`src/rtl/beep_pkg.sv`:
```
// Shared types and defaults for the beep request sequencer and its request queue.
package beep_pkg;

    typedef enum logic [1:0] {
        ST_IDLE = 2'd0,
        ST_RUN  = 2'd1,
        ST_GAP  = 2'd2
    } state_t;

    localparam int REQ_N_W            = 3;
    localparam int GAP_CYCLES_DEF     = 200;
    localparam int TIMEOUT_CYCLES_DEF = 2000;
    localparam int FIFO_DEPTH_DEF     = 4;

endpackage

```
`src/rtl/beep_req_fifo.sv`:
```
// Request queue holding burst counts; no fall-through, full/empty are registered.
module beep_req_fifo
    import beep_pkg::*;
#(
    parameter int DEPTH = FIFO_DEPTH_DEF
) (
    input  logic               clk,
    input  logic               rst_n,
    input  logic               push,
    input  logic               pop,
    input  logic [REQ_N_W-1:0] din,
    output logic [REQ_N_W-1:0] dout,
    output logic               full,
    output logic               empty
);

    localparam int AW = (DEPTH > 1) ? $clog2(DEPTH) : 1;
    localparam int CW = AW + 1;

    logic [REQ_N_W-1:0] mem_r [DEPTH];
    logic [AW-1:0]      wr_ptr_r;
    logic [AW-1:0]      rd_ptr_r;
    logic [CW-1:0]      count_r;
    logic [CW-1:0]      count_s;
    logic               full_r;
    logic               empty_r;
    logic               push_s;
    logic               pop_s;

    // Qualify push/pop against pre-edge occupancy and compute next occupancy.
    always_comb begin
        push_s  = push && !full_r;
        pop_s   = pop && !empty_r;
        count_s = count_r;
        if (push_s && !pop_s) begin
            count_s = count_r + 1'b1;
        end else if (!push_s && pop_s) begin
            count_s = count_r - 1'b1;
        end else begin
            count_s = count_r;
        end
    end

    // Storage array; contents need no reset since empty gates every read.
    always_ff @(posedge clk) begin
        if (push_s) begin
            mem_r[wr_ptr_r] <= din;
        end
    end

    // Pointers, occupancy and registered status flags.
    always_ff @(posedge clk) begin
        if (!rst_n) begin
            wr_ptr_r <= {AW{1'b0}};
            rd_ptr_r <= {AW{1'b0}};
            count_r  <= {CW{1'b0}};
            full_r   <= 1'b0;
            empty_r  <= 1'b1;
        end else begin
            if (push_s) begin
                wr_ptr_r <= wr_ptr_r + 1'b1;
            end
            if (pop_s) begin
                rd_ptr_r <= rd_ptr_r + 1'b1;
            end
            count_r <= count_s;
            full_r  <= (count_s == CW'(DEPTH));
            empty_r <= (count_s == {CW{1'b0}});
        end
    end

    assign dout  = mem_r[rd_ptr_r];
    assign full  = full_r;
    assign empty = empty_r;

endmodule

```
`src/rtl/beep_seq.sv`:
```
// Beep request sequencer: turns queued "beep N times" requests into N st/over
// bursts separated by a fixed st-low gap, with a watchdog on each burst.
module beep_seq
    import beep_pkg::*;
#(
    parameter int GAP_CYCLES     = GAP_CYCLES_DEF,
    parameter int TIMEOUT_CYCLES = TIMEOUT_CYCLES_DEF,
    parameter int FIFO_DEPTH     = FIFO_DEPTH_DEF
) (
    input  logic               clk,
    input  logic               rst_n,
    input  logic               req,
    input  logic [REQ_N_W-1:0] req_n,
    output logic               req_ready,
    output logic               st,
    input  logic               over,
    output logic               busy,
    output logic               done,
    output logic               err,
    input  logic               err_clr
);

    localparam int GW = (GAP_CYCLES > 2) ? $clog2(GAP_CYCLES) : 1;
    localparam int TW = (TIMEOUT_CYCLES > 2) ? $clog2(TIMEOUT_CYCLES) : 1;
    localparam logic [GW-1:0] GAP_LAST = GW'(GAP_CYCLES - 1);
    localparam logic [TW-1:0] TO_LAST  = TW'(TIMEOUT_CYCLES - 1);

    state_t             state_r;
    logic [REQ_N_W-1:0] remaining_r;
    logic [REQ_N_W-1:0] rem_dec_s;
    logic [GW-1:0]      gap_cnt_r;
    logic [TW-1:0]      to_cnt_r;
    logic               st_r;
    logic               done_r;
    logic               err_r;
    logic               busy_r;
    logic               push_s;
    logic               pop_s;
    logic [REQ_N_W-1:0] fifo_dout_s;
    logic               fifo_full_s;
    logic               fifo_empty_s;

    // Zero-count requests never reach the queue; the queue itself refuses pushes when full.
    always_comb begin
        push_s    = req && (req_n != {REQ_N_W{1'b0}});
        pop_s     = (state_r == ST_IDLE) && !fifo_empty_s;
        rem_dec_s = remaining_r - 1'b1;
    end

    beep_req_fifo #(
        .DEPTH (FIFO_DEPTH)
    ) u_fifo (
        .clk   (clk),
        .rst_n (rst_n),
        .push  (push_s),
        .pop   (pop_s),
        .din   (req_n),
        .dout  (fifo_dout_s),
        .full  (fifo_full_s),
        .empty (fifo_empty_s)
    );

    // Sequencer FSM with its counters, error flag and registered outputs.
    always_ff @(posedge clk) begin
        if (!rst_n) begin
            state_r     <= ST_IDLE;
            remaining_r <= {REQ_N_W{1'b0}};
            gap_cnt_r   <= {GW{1'b0}};
            to_cnt_r    <= {TW{1'b0}};
            st_r        <= 1'b0;
            done_r      <= 1'b0;
            err_r       <= 1'b0;
            busy_r      <= 1'b0;
        end else begin
            done_r <= 1'b0;
            busy_r <= (state_r != ST_IDLE) || !fifo_empty_s;
            if (err_clr) begin
                err_r <= 1'b0;
            end
            case (state_r)
                ST_IDLE: begin
                    if (!fifo_empty_s) begin
                        remaining_r <= fifo_dout_s;
                        to_cnt_r    <= {TW{1'b0}};
                        st_r        <= 1'b1;
                        state_r     <= ST_RUN;
                    end
                end
                ST_RUN: begin
                    // to_cnt_r == 0 marks the blanking cycle where a stale over is ignored.
                    if ((to_cnt_r != {TW{1'b0}}) && over) begin
                        remaining_r <= rem_dec_s;
                        st_r        <= 1'b0;
                        if (rem_dec_s == {REQ_N_W{1'b0}}) begin
                            done_r  <= 1'b1;
                            state_r <= ST_IDLE;
                        end else begin
                            gap_cnt_r <= {GW{1'b0}};
                            state_r   <= ST_GAP;
                        end
                    end else if (to_cnt_r == TO_LAST) begin
                        err_r       <= 1'b1;
                        done_r      <= 1'b1;
                        remaining_r <= {REQ_N_W{1'b0}};
                        st_r        <= 1'b0;
                        gap_cnt_r   <= {GW{1'b0}};
                        state_r     <= ST_GAP;
                    end else begin
                        to_cnt_r <= to_cnt_r + 1'b1;
                    end
                end
                ST_GAP: begin
                    if (gap_cnt_r == GAP_LAST) begin
                        if (remaining_r != {REQ_N_W{1'b0}}) begin
                            to_cnt_r <= {TW{1'b0}};
                            st_r     <= 1'b1;
                            state_r  <= ST_RUN;
                        end else begin
                            state_r <= ST_IDLE;
                        end
                    end else begin
                        gap_cnt_r <= gap_cnt_r + 1'b1;
                    end
                end
                default: begin
                    st_r    <= 1'b0;
                    state_r <= ST_IDLE;
                end
            endcase
        end
    end

    assign req_ready = ~fifo_full_s;
    assign st        = st_r;
    assign done      = done_r;
    assign err       = err_r;
    assign busy      = busy_r;

endmodule

```
`config.mk`:
```
export PLATFORM = sky130hd
export DESIGN_NAME = beep_seq
export DESIGN_NICKNAME = d
export VERILOG_FILES = /design/src/rtl/beep_pkg.sv /design/src/rtl/beep_req_fifo.sv /design/src/rtl/beep_seq.sv
export SDC_FILE = /design/constraint.sdc
export NUM_CORES = 1
export LEC_CHECK = 0
export CORE_MARGIN = 4
export CORE_UTILIZATION = 35
export DETAILED_ROUTE_END_ITERATION = 7
export SKIP_LAST_GASP = 1
export SLEW_MARGIN = 20
export SYNTH_ARGS = -nofsm -noshare
export SYNTH_HDL_FRONTEND = slang
export SYNTH_SLANG_ARGS = --single-unit
```
`constraint.sdc`:
```
create_clock -name clk -period 2.3 [get_ports clk]
set_input_delay 0.575 -clock clk [delete_from_list [all_inputs] [get_ports clk]]
set_output_delay 0.575 -clock clk [all_outputs]
set_load 0.1 [all_outputs]
```
==> qor.csv, run 1 <==
metric;value;unit
synth_most_common_cell;dfxtp_1;
fin_crit_sh;0.945;
root_buffer;clkbuf_8;
grt_pass1_wl;9370;um
crit_path_max_fanout;8;
synthCells;280;
reg2regPathDepth;7;
grt.total_usage;0.132;
clkTransAtPathRegs;90;ps
endpoint_kind;flip-flop;
core;0.00725;mm2
rsz0062_at_grt;no;
reg2reg_slack;130;ps
die_h;94.3;um
portBuffers;12;
die_area;0.00889;mm2
outcome;completed;
dr_wl_met3;203;um
fin_crit;2170;ps
holdPathStages;2;
cp_num_buf_inv;1;
place.gp.congestion;0.851;
ant_nets;0;
p_total;2970;uW
grt-ovfl-total;0;
antenna_found_initial;0;
met2_length;2650;um
clock_sinks;51;
path_cells;inv_1, ha_1, or4b_4, o31ai_2, nand3_1, a21o_2, a311oi_1;
place_inst;402;
clockBufferDepth;2;
synthTopCellsByCount;dfxtp_1 (39), nand2_1 (25), a21oi_1 (24);
drive_gt1_frac;0.148;
top_layer_used;met4;
p_per_area;985;mW/mm2
drt_iter0_drc;107;
yosysWarningCount;0;
crit_path_max_incr_delay;500;ps
fin_area;0.00302;mm2
area_delta_synth_final;15.8;%
grt_max_degree;20;
dpl_cell_area;0.00292;mm2
num_vias;2144;
synth_nets;300;
nets;330;
path_delay_family;compound AO/OA/AOI/OAI gates;
dieWidth;94.3;um
cp_slowest_cell;or4b_4;
synth_edf_count;12;
drc;0;
leakage;0.00110;uW
grt_pass1_vias;2057;
clock_latency;300;ps
final-max-slew-violation-count;0;
setup_tns;0;ps
required;2500;ps
cp.arrival;2380;ps
synth_cell_type_count;49;
vias_per_cell;5.23;
yosys.area.top_type;dfxtp_1;
critPathKind;reg -> reg;
final_cell_count_no_fill;410;
synth.avg_cell_area;9.30;um2
cts_buffers;5;
peakVddDrop;0.486;mV
initial_core_util;0.359;
final.fill_count;745;
synth-seq-area-share;0.438;
maxSlewHeadroom;0.604;
synth_area;0.00260;mm2
post_drt_wl_per_cell;13.4;um
hold_viol;0;
routed_wl;5480;um
async_reset_ff_frac;0;
clock.fmax;0.460;GHz
floorplan.rows;31;
yosysTopAreaCellShare;0.300;
setup_viol;0;
ys.flop_type;dfxtp_1;
wl_met1;2560;um
synth-seq-cells;51;
drt-pass1-iter-count;4;
cts-htree-levels;2;
worstMarginPinSlew;587;ps
synth.top_cells.by_area;dfxtp_1 (30%), edfxtp_1 (14%), ha_1 (5.8%);
skew;11.2;ps
dp_hpwl;4080;um
crit_path_start_kind;flip-flop;
place_ws;44.4;ps
maxCapViolCount;0;
ioPinCount;13;
cts_tree;done;
layout_setup_ws;126;ps
cp.depth;7;
n_antenna_cell;0;
hp-class;reg -> reg;
-- routing by layer --
metal / GRT usage / vias up
met4: 0.0361 / 0
met2: 0.234 / 37
li1: - / 1090
met3: 0.0264 / 5
met5: 0 / -
met1: 0.162 / 1012
-- where the power goes --
group	switching, uW	total (uW)	internal, uW
combinational	732	1240	509
sequential	148	1210	1060
clock	301	520	219
total	1180	2970	1790
-- placed cells by master, fill, tap and decap left out, drive strengths merged, types with 3 or more instances in the layout --
cell and instances:
a211oi 3, a21oi 24, a311oi 3, a41oi 8, and2 4, and3 4
buf 24, clkbuf 6, clkdlybuf4s50 7, dfxtp 39, edfxtp 12, ha 12
inv 15, mux4 3, nand2 26, nand2b 5, nand3 10, nand4 4
nor2 20, nor2b 5, nor3 10, o21ai 23, o31ai 3, or3 6
or4 3, xnor2 4
-- state kept, by name, summed over array words and instances (netlist names), 2 cells and up, named ones only --
register / cells
u_fifo.mem_r: 12
to_cnt_r: 11
u_fifo.rd_ptr_r: 2
state_r: 2
gap_cnt_r: 8
u_fifo.wr_ptr_r: 2
u_fifo.count_r: 3
remaining_r: 3
-- cell type report --
cell class	instances	area, um2	share of cell area
multi-input combinational	206	1350	0.448
sequential	51	1140	0.378
timing repair buffer	31	254	0.0842
tap	99	124	0.0411
clock buffer	6	72.6	0.0241
inverter	15	56.3	0.0187
clock inverter	2	17.5	0.00581
-- worst min-delay path, delay by kind of cell (launching register included) --
kind / cells / cell delay (ps)
flip-flops: 1 / 320
AND/OR/NAND/NOR: 1 / 60
AO/OA/AOI/OAI: 1 / 50
-- metrics by stage --
step / util / hold WS (ps)
floorplan: - / 443
global placement: 0.403 / 469
detailed placement: 0.403 / 471
CTS: 0.415 / 487
global route: 0.416 / 510
finish: 0.416 / 479
-- logic make-up (layout without fill, tap and decap cells) --
logic type	Yosys count	after routing	share of synthesized area
simple gates	105	105	0.210
compound gates	79	79	0.199
flops	51	51	0.438
buf+inv	23	54	0.0442
fa+ha+maj	12	12	0.0576
xor+xnor	5	5	0.0168
mux	5	5	0.0336
-- final timing paths --
kind               start      endpoint
max          to_cnt_r[0]  gap_cnt_r[1]
min                  err           err
max reg2reg  to_cnt_r[0]  gap_cnt_r[1]
min reg2reg          err           err
-- repair_timing --
action,4_1_cts,5_1_grt
hold buffers,0,0
setup buffers,0,0
setup endpoints to repair,0,5
resized for setup,0,3
No activity file was read; power rests on OpenSTA's default activity.
==> run 2: changes to the inputs <==
--- a/config.mk
+++ b/config.mk
@@ -5,9 +5,9 @@
 export SDC_FILE = /design/constraint.sdc
 export NUM_CORES = 1
 export LEC_CHECK = 0
-export CORE_MARGIN = 4
 export CORE_UTILIZATION = 35
 export DETAILED_ROUTE_END_ITERATION = 7
+export GPL_TIMING_DRIVEN = 0
 export SKIP_LAST_GASP = 1
 export SLEW_MARGIN = 20
 export SYNTH_ARGS = -nofsm -noshare
==> run 2 against run 1 <==
Against the previous run:
- die area shrank 12%
- hold slack lost 6.1 ps
- sequential share of layout area shrank 0.13 points
- register-to-register slack lost 30 ps
- cell count shrank 1.5%
- count of clock-buffer cells in the layout grew 1
- cell area grew 0.79%
- utilization grew 0.55 points
- critical path type unchanged
==> qor.csv, run 2 (synthesized netlist as in run 1, its figures left out) <==
metric;value;unit;change
outcome;completed;;unchanged
p_per_area;1010;mW/mm2;was 985 mW/mm2
drc;0;;unchanged
area_delta_synth_final;16.7;%;was 15.8%
critPathKind;reg -> reg;;unchanged
fin_crit_sh;0.959;;was 0.945
endpoint_kind;flip-flop;;unchanged
post_drt_wl_per_cell;13.7;um;was 13.4 um
core;0.00721;mm2;was 0.00725 mm2
fin_area;0.00304;mm2;was 0.00302 mm2
peakVddDrop;0.433;mV;was 0.486 mV
num_vias;2140;;was 2144
drt-pass1-iter-count;4;;unchanged
maxSlewHeadroom;0.365;;was 0.604
floorplan.rows;31;;unchanged
cp_slowest_cell;or4b_4;;unchanged
vias_per_cell;5.30;;was 5.23
cts-htree-levels;2;;unchanged
path_cells;inv_2, ha_1, or4b_4, o41ai_4, nand2_4, or4_4, a21oi_2;;was inv_1, ha_1, or4b_4, o31ai_2, nand3_1, a21o_2, a311oi_1
clock.fmax;0.453;GHz;was 0.460 GHz
nets;324;;was 330
cp.arrival;2450;ps;was 2380 ps
crit_path_start_kind;flip-flop;;unchanged
reg.largest.list;u_fifo.mem_r: 12 flops, to_cnt_r: 11 flops, gap_cnt_r: 8 flops;;unchanged
maxCapViolCount;0;;unchanged
clockBufferDepth;2;;unchanged
grt_pass1_vias;2058;;was 2057
grt-ovfl-total;0;;unchanged
die_area;0.00779;mm2;was 0.00889 mm2
grt_use_met3;0.0299;;was 0.0264
grt_max_degree;16;;was 20
layout_commonest_cell;dfxtp_1;;unchanged
final-max-slew-violation-count;0;;unchanged
fin_crit;2210;ps;was 2170 ps
routed_wl;5550;um;was 5480 um
leakage;0.00108;uW;was 0.00110 uW
dieWidth;88.3;um;was 94.3 um
ant_nets;0;;unchanged
skew;7.58;ps;was 11.2 ps
clock_sinks;51;;unchanged
die_h;88.3;um;was 94.3 um
root_buffer;clkbuf_8;;unchanged
setup_tns;0;ps;unchanged
initial_core_util;0.361;;was 0.359
cts_buffers;5;;unchanged
rsz0062_at_grt;yes;;was no
portBuffers;11;;was 12
grt.total_usage;0.160;;was 0.132
regMostFlops;u_fifo.mem_r;;unchanged
drive_gt1_frac;0.134;;was 0.148
n_antenna_cell;0;;unchanged
crit_path_max_fanout;5;;was 8
setup_viol;0;;unchanged
drt_iter0_drc;122;;was 107
dp_hpwl;3930;um;was 4080 um
use_met1;0.213;;was 0.162
busiest_layer;met2;;unchanged
crit_path_max_incr_delay;500;ps;about the same
worstMarginPinSlew;956;ps;was 587 ps
largest_reg_flops;12;;unchanged
grtUsageMet2;0.259;;was 0.234
hold_viol;0;;unchanged
dpl_cell_area;0.00284;mm2;was 0.00292 mm2
hp-class;reg -> reg;;unchanged
ioPinCount;13;;unchanged
clkTransAtPathRegs;90;ps;about the same
required;2540;ps;was 2500 ps
clock_latency;310;ps;was 300 ps
layout_common_cells;dfxtp_1 (37), nand2_1 (25), a21oi_1 (23);;was dfxtp_1 (39), nand2_1 (25), a21oi_1 (24)
antenna_found_initial;0;;unchanged
place.gp.congestion;0.798;;was 0.851
cts_tree;done;;unchanged
grt_pass1_wl;9720;um;was 9370 um
## run 2: critical path, delay by kind of cell (launching register included)
family,cells,cell delay [ps]
simple gates,3,1040
compound gates,2,550
flops,1,370
fa+ha+maj,1,120
buf+inv,1,60
## run 2: cell type report
cell class,count,area [um2]
multi-input combinational,206,1410
fill,742,4180
clock inverter,1,5.00
buffer,7,55.1
clock buffer,7,86.3
inverter,15,56.3
sequential,51,1150
timing repair buffer,18,159
tap,99,124
## run 2: per-layer routing
metal,wire length [um],share of wire,vias up
li1,-,-,1080
met1,2730,0.49,1016
met2,2530,0.46,37
met3,205,0.037,7
met4,82,0.015,0
met5,0,0,-
## run 2: path summary, 6_finish.rpt
| path | start | endpoint | slack [ps] | cells after the start |
|---|---|---|---|---|
| setup / recovery | to_cnt_r[0] | to_cnt_r[4] | 90 | 7 |
| hold / removal | err | err | 470 | 2 |
| setup reg to reg | to_cnt_r[0] | to_cnt_r[4] | 90 | 7 |
| hold reg to reg | err | err | 470 | 2 |
## run 2: timing repair
item                                    in CTS  in global routing
hold buffers                                 0                  0
gates resized for setup                      6                 19
pin swaps                                    1                  5
buffers inserted                             1                  6
endpoints found under the setup margin      18                 22
gates cloned                                 0                  0
## run 2: power breakdown
group | total, uW | switching, uW | internal (uW)
combinational | 1330 | 786 | 542
sequential | 1190 | 125 | 1070
clock | 539 | 295 | 243
total | 3060 | 1210 | 1850
## run 2: through the flow
stage | utilization | hold WS [ps] | cells | total power, uW | worst slack [ps]
after floorplan | - | 443 | 280 | 2170 | 113
after global placement | 0.394 | 465 | 390 | 2430 | -250
after detailed placement | 0.394 | 469 | 390 | 2440 | -236
after CTS | 0.408 | 479 | 399 | 2980 | -4.71
after global routing | 0.421 | 523 | 404 | 3270 | -25.0
final | 0.421 | 473 | 404 | 3060 | 93.6
